==> config.mk <==
export PLATFORM = sky130hd
export DESIGN_NAME = arb_client_flat
export DESIGN_NICKNAME = d
export VERILOG_FILES = /design/src/rtl/arb_client_if.sv /design/src/rtl/arb_client.sv /design/src/flat_wrapper.sv
export SDC_FILE = /design/constraint.sdc
export NUM_CORES = 1
export LEC_CHECK = 0
export CORE_UTILIZATION = 50
export DETAILED_ROUTE_END_ITERATION = 16
export GPL_TIMING_DRIVEN = 0
export HOLD_SLACK_MARGIN = 0.1
export PLACE_DENSITY = 0.86
export RECOVER_POWER = 100
export REMOVE_ABC_BUFFERS = 1
export SETUP_SLACK_MARGIN = 0.3
export SYNTH_ARGS = -nofsm -noshare
export SYNTH_HDL_FRONTEND = slang
export SYNTH_SLANG_ARGS = --single-unit
==> constraint.sdc <==
create_clock -name clk -period 2.1 [get_ports clk]
set_input_delay 0.42 -clock clk [delete_from_list [all_inputs] [get_ports clk]]
set_output_delay 0.42 -clock clk [all_outputs]
set_load 0.05 [all_outputs]
==> src/rtl/arb_client_if.sv <==
// arb_client_if -- handshake bundle between a job source / round-robin arbiter
// and one arb_client.
//
//   job_valid  job offered this cycle            (source  -> client)
//   job_len    job length, beats = job_len + 1   (source  -> client)
//   job_ready  client queue can take a job       (client  -> source)
//   req        registered request                (client  -> arbiter)
//   gnt        grant for this client             (arbiter -> client)
//   beat_valid transfer beat this cycle          (client  -> sink)
//   beat_idx   index of current beat             (client  -> sink)
//   done       pulse on the final beat of a job  (client  -> sink)
//   starve     request outstanding too long      (client  -> monitor)
//   err        sticky protocol error             (client  -> monitor)
//   fifo_cnt   jobs waiting in the queue         (client  -> monitor)
//
// master: the environment (job source + arbiter); slave: arb_client.
// FIFO_DEPTH must match the arb_client instance so fifo_cnt widths agree.
interface arb_client_if #(
  parameter int FIFO_DEPTH = 4
);
  localparam int CW = $clog2(FIFO_DEPTH) + 1;

  logic          job_valid;
  logic [3:0]    job_len;
  logic          job_ready;
  logic          req;
  logic          gnt;
  logic          beat_valid;
  logic [3:0]    beat_idx;
  logic          done;
  logic          starve;
  logic          err;
  logic [CW-1:0] fifo_cnt;

  modport master (
    output job_valid, job_len, gnt,
    input  job_ready, req, beat_valid, beat_idx, done, starve, err, fifo_cnt
  );

  modport slave (
    input  job_valid, job_len, gnt,
    output job_ready, req, beat_valid, beat_idx, done, starve, err, fifo_cnt
  );
endinterface

==> src/rtl/arb_client.sv <==
// arb_client -- one requester of a round-robin arbiter. Jobs (a length each)
// are queued in a small FIFO; the head job is popped, a request is raised,
// and once granted the job is transferred one beat per granted cycle.
// Grant withdrawal mid-job stalls the transfer. After the last beat the
// request is dropped for one release cycle before the next job is taken.
//
// Ports:
//   clk  single clock, all state on the rising edge
//   rst  synchronous active-high reset
//   bus  arb_client_if.slave (job queue input, req/gnt, beat outputs,
//        starve/err status, queue fill level)
//
// Parameters:
//   FIFO_DEPTH  job queue depth, power of 2 in 2..16
//   STARVE_LIM  REQ cycles after which starve asserts, 1..255
module arb_client #(
  parameter int FIFO_DEPTH = 4,
  parameter int STARVE_LIM = 15
) (
  input  logic         clk,
  input  logic         rst,
  arb_client_if.slave  bus
);
  localparam int              AW      = $clog2(FIFO_DEPTH);
  localparam int              CW      = AW + 1;
  localparam logic [CW-1:0]   DEPTH_C = CW'(FIFO_DEPTH);
  localparam logic [7:0]      LIM_C   = 8'(STARVE_LIM);

  typedef enum logic [1:0] {
    IDLE = 2'd0,
    REQ  = 2'd1,
    XFER = 2'd2,
    REL  = 2'd3
  } state_t;

  state_t        state_reg, state_next;

  // Job queue storage; registered read into len_reg on pop.
  logic [3:0]    mem [FIFO_DEPTH];
  logic [AW-1:0] wr_ptr_reg, rd_ptr_reg;
  logic [CW-1:0] cnt_reg;

  logic [3:0]    len_reg;
  logic [3:0]    idx_reg, idx_next;
  logic [7:0]    wait_reg, wait_next;
  logic          req_reg;
  logic          err_reg;

  logic          job_ready;
  logic          push, pop, beat, last_beat;

  assign job_ready = (cnt_reg < DEPTH_C);
  assign push      = bus.job_valid && job_ready;
  // A job is only popped from IDLE, so the queue is never read while empty.
  assign pop       = (state_reg == IDLE) && (cnt_reg != '0);
  assign beat      = (state_reg == XFER) && bus.gnt;
  assign last_beat = beat && (idx_reg == len_reg);

  // Next-state / counter logic.
  always_comb begin
    state_next = state_reg;
    idx_next   = idx_reg;
    wait_next  = wait_reg;
    case (state_reg)
      IDLE: begin
        if (pop) begin
          state_next = REQ;
          // The wait counter includes the current REQ cycle, so the first
          // REQ cycle already reads 1 and starve rises on REQ cycle STARVE_LIM.
          wait_next  = 8'd1;
        end
      end
      REQ: begin
        if (bus.gnt) begin
          state_next = XFER;
          wait_next  = 8'd0;
        end else if (wait_reg != LIM_C) begin
          wait_next  = wait_reg + 8'd1;
        end
      end
      XFER: begin
        if (beat) begin
          if (last_beat) begin
            state_next = REL;
            idx_next   = 4'd0;
          end else begin
            idx_next   = idx_reg + 4'd1;
          end
        end
      end
      REL: begin
        state_next = IDLE;
        idx_next   = 4'd0;
      end
      default: begin
        state_next = IDLE;
      end
    endcase
  end

  // Control state, queue pointers and flags.
  always_ff @(posedge clk) begin
    if (rst) begin
      state_reg  <= IDLE;
      wr_ptr_reg <= '0;
      rd_ptr_reg <= '0;
      cnt_reg    <= '0;
      idx_reg    <= 4'd0;
      wait_reg   <= 8'd0;
      req_reg    <= 1'b0;
      err_reg    <= 1'b0;
    end else begin
      state_reg <= state_next;
      idx_reg   <= idx_next;
      wait_reg  <= wait_next;
      // req is registered from the next state: high exactly in REQ and XFER.
      req_reg   <= (state_next == REQ) || (state_next == XFER);

      if (push) wr_ptr_reg <= wr_ptr_reg + 1'b1;
      if (pop)  rd_ptr_reg <= rd_ptr_reg + 1'b1;

      case ({push, pop})
        2'b10:   cnt_reg <= cnt_reg + 1'b1;
        2'b01:   cnt_reg <= cnt_reg - 1'b1;
        default: cnt_reg <= cnt_reg;
      endcase

      // A grant while not requesting is a protocol violation; it is
      // otherwise ignored and the flag sticks until reset.
      if (bus.gnt && ((state_reg == IDLE) || (state_reg == REL)))
        err_reg <= 1'b1;
    end
  end

  // Queue RAM: no reset so it maps onto distributed/block RAM. Writes are
  // suppressed during reset so a job offered then is not enqueued.
  always_ff @(posedge clk) begin
    if (push && !rst)
      mem[wr_ptr_reg] <= bus.job_len;
    if (pop)
      len_reg <= mem[rd_ptr_reg];
  end

  assign bus.job_ready  = job_ready;
  assign bus.req        = req_reg;
  assign bus.beat_valid = beat;
  assign bus.beat_idx   = idx_reg;
  assign bus.done       = last_beat;
  assign bus.starve     = (state_reg == REQ) && (wait_reg == LIM_C);
  assign bus.err        = err_reg;
  assign bus.fifo_cnt   = cnt_reg;
endmodule
==> src/flat_wrapper.sv <==
// flat-port wrapper written by rule: the top's interface ports become plain ports
module arb_client_flat 
#(
  parameter int FIFO_DEPTH = 4,
  parameter int STARVE_LIM = 15
)
  (clk, rst, bus_job_valid, bus_job_len, bus_gnt, bus_job_ready, bus_req, bus_beat_valid, bus_beat_idx, bus_done, bus_starve, bus_err, bus_fifo_cnt);
  arb_client_if #(.FIFO_DEPTH(FIFO_DEPTH)) bus_i ();
  input  logic clk;
  input  logic rst;
  input wire logic [$bits(bus_i.job_valid)-1:0] bus_job_valid;
  input wire logic [$bits(bus_i.job_len)-1:0] bus_job_len;
  input wire logic [$bits(bus_i.gnt)-1:0] bus_gnt;
  output wire logic [$bits(bus_i.job_ready)-1:0] bus_job_ready;
  output wire logic [$bits(bus_i.req)-1:0] bus_req;
  output wire logic [$bits(bus_i.beat_valid)-1:0] bus_beat_valid;
  output wire logic [$bits(bus_i.beat_idx)-1:0] bus_beat_idx;
  output wire logic [$bits(bus_i.done)-1:0] bus_done;
  output wire logic [$bits(bus_i.starve)-1:0] bus_starve;
  output wire logic [$bits(bus_i.err)-1:0] bus_err;
  output wire logic [$bits(bus_i.fifo_cnt)-1:0] bus_fifo_cnt;
  assign bus_i.job_valid = bus_job_valid;
  assign bus_i.job_len = bus_job_len;
  assign bus_i.gnt = bus_gnt;
  assign bus_job_ready = bus_i.job_ready;
  assign bus_req = bus_i.req;
  assign bus_beat_valid = bus_i.beat_valid;
  assign bus_beat_idx = bus_i.beat_idx;
  assign bus_done = bus_i.done;
  assign bus_starve = bus_i.starve;
  assign bus_err = bus_i.err;
  assign bus_fifo_cnt = bus_i.fifo_cnt;
  arb_client #(.FIFO_DEPTH(FIFO_DEPTH), .STARVE_LIM(STARVE_LIM)) u_core (.clk(clk), .rst(rst), .bus(bus_i));
endmodule
== Word-level counts from Yosys, hierarchy flattened ==
Memories as Yosys holds them, arrays and structs flattened. A register that Yosys moved wholly into a read port is not among the register bits.
Index checks and enable logic that the tools add are counted.
Word-level totals
  flip-flop bits (word level): 23
  memory bits (writable): 16
  input bits: 8
  output and inout bits: 13
  logic and storage cells: 61
  memories kept: 1
Memories
  u_core.mem: depth 4, bits a word 4, read ports 1, clocked after Yosys merged registers in 1, write ports 1, line arb_client.sv:39  | logic [3:0] mem [FIFO_DEPTH];
Operators by class
  add/subtract/negate cells: 6
  $lt $le $gt $ge: 1
  equality and inequality tests: 13
  multiplexer cells: 15
  reduce and logical (&&, ||, !) cells: 17
Operators by type and width (count)
  $mux W8: 3
  $pmux W8 S2: 1
  $add A8 B1 Y8 const B: 1
  $eq A2 B2 Y1 const B: 4
  $eq A8 B4 Y1 const B: 1
  $mux W2: 4
  $mux W4: 2
  $ne A8 B4 Y1 const B: 1
  $pmux W2 S4: 1
  $pmux W4 S2: 1
  $logic_and A1 B1 Y1: 7
  $eq A2 B1 Y1 const B: 3
  $pmux W3 S2: 1
  $reduce_bool A2 Y1: 3
  $add A2 B1 Y2 const B: 2
  $add A4 B1 Y4 const B: 1
  $eq A4 B4 Y1: 1
  $ne A2 B1 Y1 const B: 2
  $add A3 B1 Y3 const B: 1
  $lt A3 B3 Y1 const B: 1
  $ne A3 B2 Y1 const B: 1
  $reduce_and A3 Y1: 1
  $reduce_bool A3 Y1: 1
  $sub A3 B1 Y3 const B: 1
  other kinds (5): 7

== Depth between registers and ports, before layout ==
Gate-level depths: netlist of run 1.
  depth after elaboration: 8
  gate-level depth with buffers: 9
  mapped depth without buffers: 9

== Least setup slack after synthesis of run 1 ==
No wires, ideal clock.
  kind: reg2reg
  start point: register u_core.cnt_reg[2], in the netlist u_core.bus.fifo_cnt[2]
  end point: register u_core.cnt_reg[2], in the netlist u_core.bus.fifo_cnt[2]
  setup time: 0.070 ns
  arrival time: 2.284 ns
  data required time: 2.030 ns
  setup slack: -0.254 ns
  stages on the path, launching flop included: 8
  buffers on the path: 0
  clock period less this slack: 2.354 ns
  cells stage by stage: dfxtp_1 > o31a_1 > ha_1 > inv_1 > fa_1 > xor2_1 > or3_1 > a21oi_1
On the way
  cells in the longest elaborated chain, start to end: 4
  elaborated cells on any way between the ends: 10
  those cells by class: add/sub: 2; order compare: 1; eq/ne: 2; mux: 1; reduce/logical: 4
RTL lines
  from (decl): line arb_client.sv:41  | logic [CW-1:0] cnt_reg;
  from (signal assigned): line arb_client.sv:123  | 2'b10: cnt_reg <= cnt_reg + 1'b1;
  from (signal assigned): line arb_client.sv:124  | 2'b01: cnt_reg <= cnt_reg - 1'b1;
  from (signal assigned): line arb_client.sv:125  | default: cnt_reg <= cnt_reg;
  $reduce_bool A3 Y1 (*): line arb_client.sv:55  | assign pop = (state_reg == IDLE) && (cnt_reg != '0);
  $logic_and A1 B1 Y1 (*): line arb_client.sv:55
  named net u_core.pop: line arb_client.sv:50  | logic push, pop, beat, last_beat;
  $eq A2 B1 Y1 / $eq A2 B2 Y1 (equally long branches): line arb_client.sv:122  | case ({push, pop})
  $pmux W3 S2 / $reduce_bool A2 Y1 (equally long branches)
The timed path passes the listed nets; every way through them passes the cells marked *.
A chain may end at the register's enable or synchronous reset.

== Final worst setup path of run 1 ==
  start point: register u_core.state_reg[1]
  end point: register u_core.wait_reg[2]
On the way
  cells in the longest elaborated chain, start to end: 4
  elaborated cells on any way between the ends: 8
  those cells by class: eq/ne: 3; mux: 1; reduce/logical: 4
RTL lines
  from (decl): line arb_client.sv:36  | state_t state_reg, state_next;
  from (signal assigned): line arb_client.sv:113  | state_reg <= state_next;
  $logic_not A2 Y1: line arb_client.sv:55, arb_client.sv:64
  $logic_and A1 B1 Y1: line arb_client.sv:55
  $ne A2 B1 Y1 (no line)
  $reduce_and A3 Y1 (no line)
  to (signal assigned): line arb_client.sv:115  | wait_reg <= wait_next;
  to (decl): line arb_client.sv:45  | logic [7:0] wait_reg, wait_next;
Parallel ways exist; a longest one is shown, timed or not.

==> results of run 1 <==
[how the worst max path moves through the flow]
stage | cells after the start | startpoint | end | slack (ps)
2_1_floorplan | 7 | u_core.bus.fifo_cnt[2] | u_core.bus.fifo_cnt[2] | -250
3_3_place_gp | 4 | bus_gnt | bus_done | -500
3_5_place_dp | 4 | bus_gnt | bus_done | -490
4_1_cts | 5 | u_core.state_reg[1] | bus_done | 150
5_1_grt | 7 | u_core.state_reg[0] | bus_done | 30
6_report | 8 | u_core.state_reg[1] | u_core.wait_reg[2] | 90
[power by group through the flow]
stage	sequential [uW]	combinational, uW	clock, uW
2_1_floorplan	1290	766	0
3_3_place_gp	1200	1110	0
3_5_place_dp	1200	1140	0
4_1_cts	1190	1350	672
5_1_grt	1230	1680	706
6_report	1210	1550	666
[metal layers]
layer | routed length (um) | part of all wire (%)
met5 | 0 | 0
met4 | 82 | 2.0
met3 | 244 | 6.0
met2 | 2160 | 53
met1 | 1600 | 39
[area by class of cell]
type / instances / area (um^2)
fill: 272 / 1190
sequential: 43 / 1070
multi-input combinational: 123 / 1010
timing repair buffer: 38 / 305
clock buffer: 5 / 68.8
tap: 48 / 60.1
inverter: 15 / 58.8
clock inverter: 3 / 47.5
[cell families after synthesis]
| logic type | count (synthesis) | synth area share, % |
|---|---|---|
| DFF | 43 | 51.7 |
| and+or+nand+nor | 64 | 16.7 |
| AOI/OAI and AO/OA | 28 | 8.90 |
| adders and majority gates | 13 | 8.29 |
| muxes | 8 | 6.46 |
| buffers and inverters | 20 | 3.72 |
| xor gates and xnor gates | 10 | 4.27 |
[cells in the mapped netlist, types with 2 or more instances]
library cell   n
mux2i_1        2
or3_1          4
nor4b_1        2
nand3_1        7
and2_1         4
nand2_1       11
dfxtp_1       23
inv_1         15
clkbuf_1       3
edfxtp_1      20
and4_1         2
o211ai_1       3
nor2b_1        3
nor2_1        18
or4_1          2
mux2_2         2
xnor2_1        6
o21ai_0        4
mux4_2         4
o22a_1         2
ha_1          12
a21oi_1        9
xor2_1         4
and3_1         2
nand4_1        2
nand3b_1       2
[critical path, stage by stage (launching register included)]
cell	delay (ps)
dfxtp_1	390
inv_4	50
ha_4	170
clkbuf_1	110
buf_6	130
mux2_4	280
a21o_2	240
or4_1	510
nand2_1	70
[repair_timing]
item / CTS / global route
pin swaps: 5 / 6
setup endpoints to repair: 41 / 9
gates resized for setup: 53 / 18
setup buffers: 9 / 9
[through the flow]
stage | setup TNS [ps] | setup WS, ps
after floorplan | -305 | -253
after CTS | 0 | 148
after detailed placement | -3390 | -491
final | 0 | 85.5
after global routing | 0 | 34.2
after global placement | -2780 | -498
==> flow_summary.yaml, run 1 <==
sta:
  fin_crit_ps: 2010
  fin_crit_sh_pct: 95.9
  fmax_mhz: 496
  slew_violations: 0
  fin_worst_skew_ps: 2.19
  whs_ps: 491
  relSlewSlack_pct: 47.0
  finalHoldViolations: 0
  setup_violations: 0
  rsz0062_at_grt: "true"
  worst_pin_slew_ps: 796
critical_path:
  r2r_start: "u_core.state_reg[1]"
  cp_max_fo: 5
  setup.worst_path.end_class: "register"
  arrival_ps: 2260
  crit_required_ps: 2350
  r2r_setup_slack_ps: 90
  timing.rr.end: "u_core.wait_reg[2]"
  worstSetupPathType: "reg2reg"
  cp-start-kind: "register"
  r2r.worst_path.cells: 8
drt:
  drc_errors: 0
  vias: 1554
  drt_iter0_drc: 150
  postRouteAntennaNets: 0
  wl_um: 4080
  post_drt_wl_per_cell_um: 14.8
  first_pass_iters: 4
  viasPerCell: 5.65
synthesis:
  ys.flop_type: "dfxtp_1"
  ys_ff_latch: 43
  synthDistinctLibCells: 44
  synth_area_um2: 2050
  seq_area_frac_synth_pct: 51.7
  synth_edf_count: 20
  synth_area_leaders: "edfxtp_1 29%, dfxtp_1 22%, ha_1 7.3%"
  synthArstFlopShare_pct: 0
  synth_top_cell_by_area: "edfxtp_1"
  syn_area_per_cell_um2: 11.0
  yosysTopAreaCellShare_pct: 29.3
  yosysWarnings: 0
  syn-instance-count: 186
finish:
  n_antenna_cell: 0
  fin_util_pct: 68.8
  final_nets: 247
  stdcell_area_um2: 2610
  final_cells: 275
  layout_commonest_cell: "edfxtp_1"
  largest_register_ffs: 16
  mostFrequentLayoutCells: "20 x edfxtp_1, 19 x dfxtp_1, 17 x nor2_1"
  synthToLayoutAreaGrowth_pct: 27.2
  layout-drive-gt1-share_pct: 22.9
die:
  rows: 22
  initial_core_util_pct: 54.1
  die_height_um: 66.1
  num_io_pins: 21
  core_area_um2: 3800
  die-width_um: 66.1
  fp.dieArea_um2: 4370
power_and_ir_drop:
  p_switching_uw: 1310
  swShare_pct: 38.2
  ir_drop_v: 0.000932
  p_seq_share_pct: 35.2
  power.leakage_uw: 0.00102
  comb_power_share_pct: 45.4
  clkPwrFrac_pct: 19.4
  power.density_nw_per_um2: 1310
  intPower_uw: 2120
  power_uw: 3430
grt:
  gr-max-usage-layer: "met2"
  gr-usage-met3_pct: 4.31
  grt_pass1_vias: 1365
  antenna_found_initial: 0
  grt_pass1_wl_um: 5960
  grtUsageMet2_pct: 31.3
  overflow: 0
  grt_max_degree: 23
  use_met1_pct: 21.6
  track_usage_pct: 18.3
outcome:
  outcome: "complete, no violations"
cts:
  clk_pin_slew_worst_paths_ps: 80
  htreeDepth: 2
  cts.sinks: 43
  cts_tree: "done"
  clockBufferDepth: 2
  root_buffer: "clkbuf_8"
  holdBufCountCts: 0
  clkLatencyLatePin_ps: 300
  cts_buffers: 5
min_path:
  hold_depth: 2
  min_path_type: "reg2reg"
  min_to: "u_core.bus.err"
  hold_start: "u_core.bus.err"
placement:
  port_buffers: 20
  place_congestion: 0.858
  place_inst: 249
  place_hpwl_um: 2330
  dpl_cell_area_um2: 2290
job:
  drv_cap: 0
(Power assumes the default switching activity.)
==> inputs of run 2 (changes only) <==
- CAP_MARGIN: default -> 20
- GPL_ROUTABILITY_DRIVEN: default -> 0
==> results of run 2 <==
The final DEF is identical to that of run 1; final timing and power are the same.
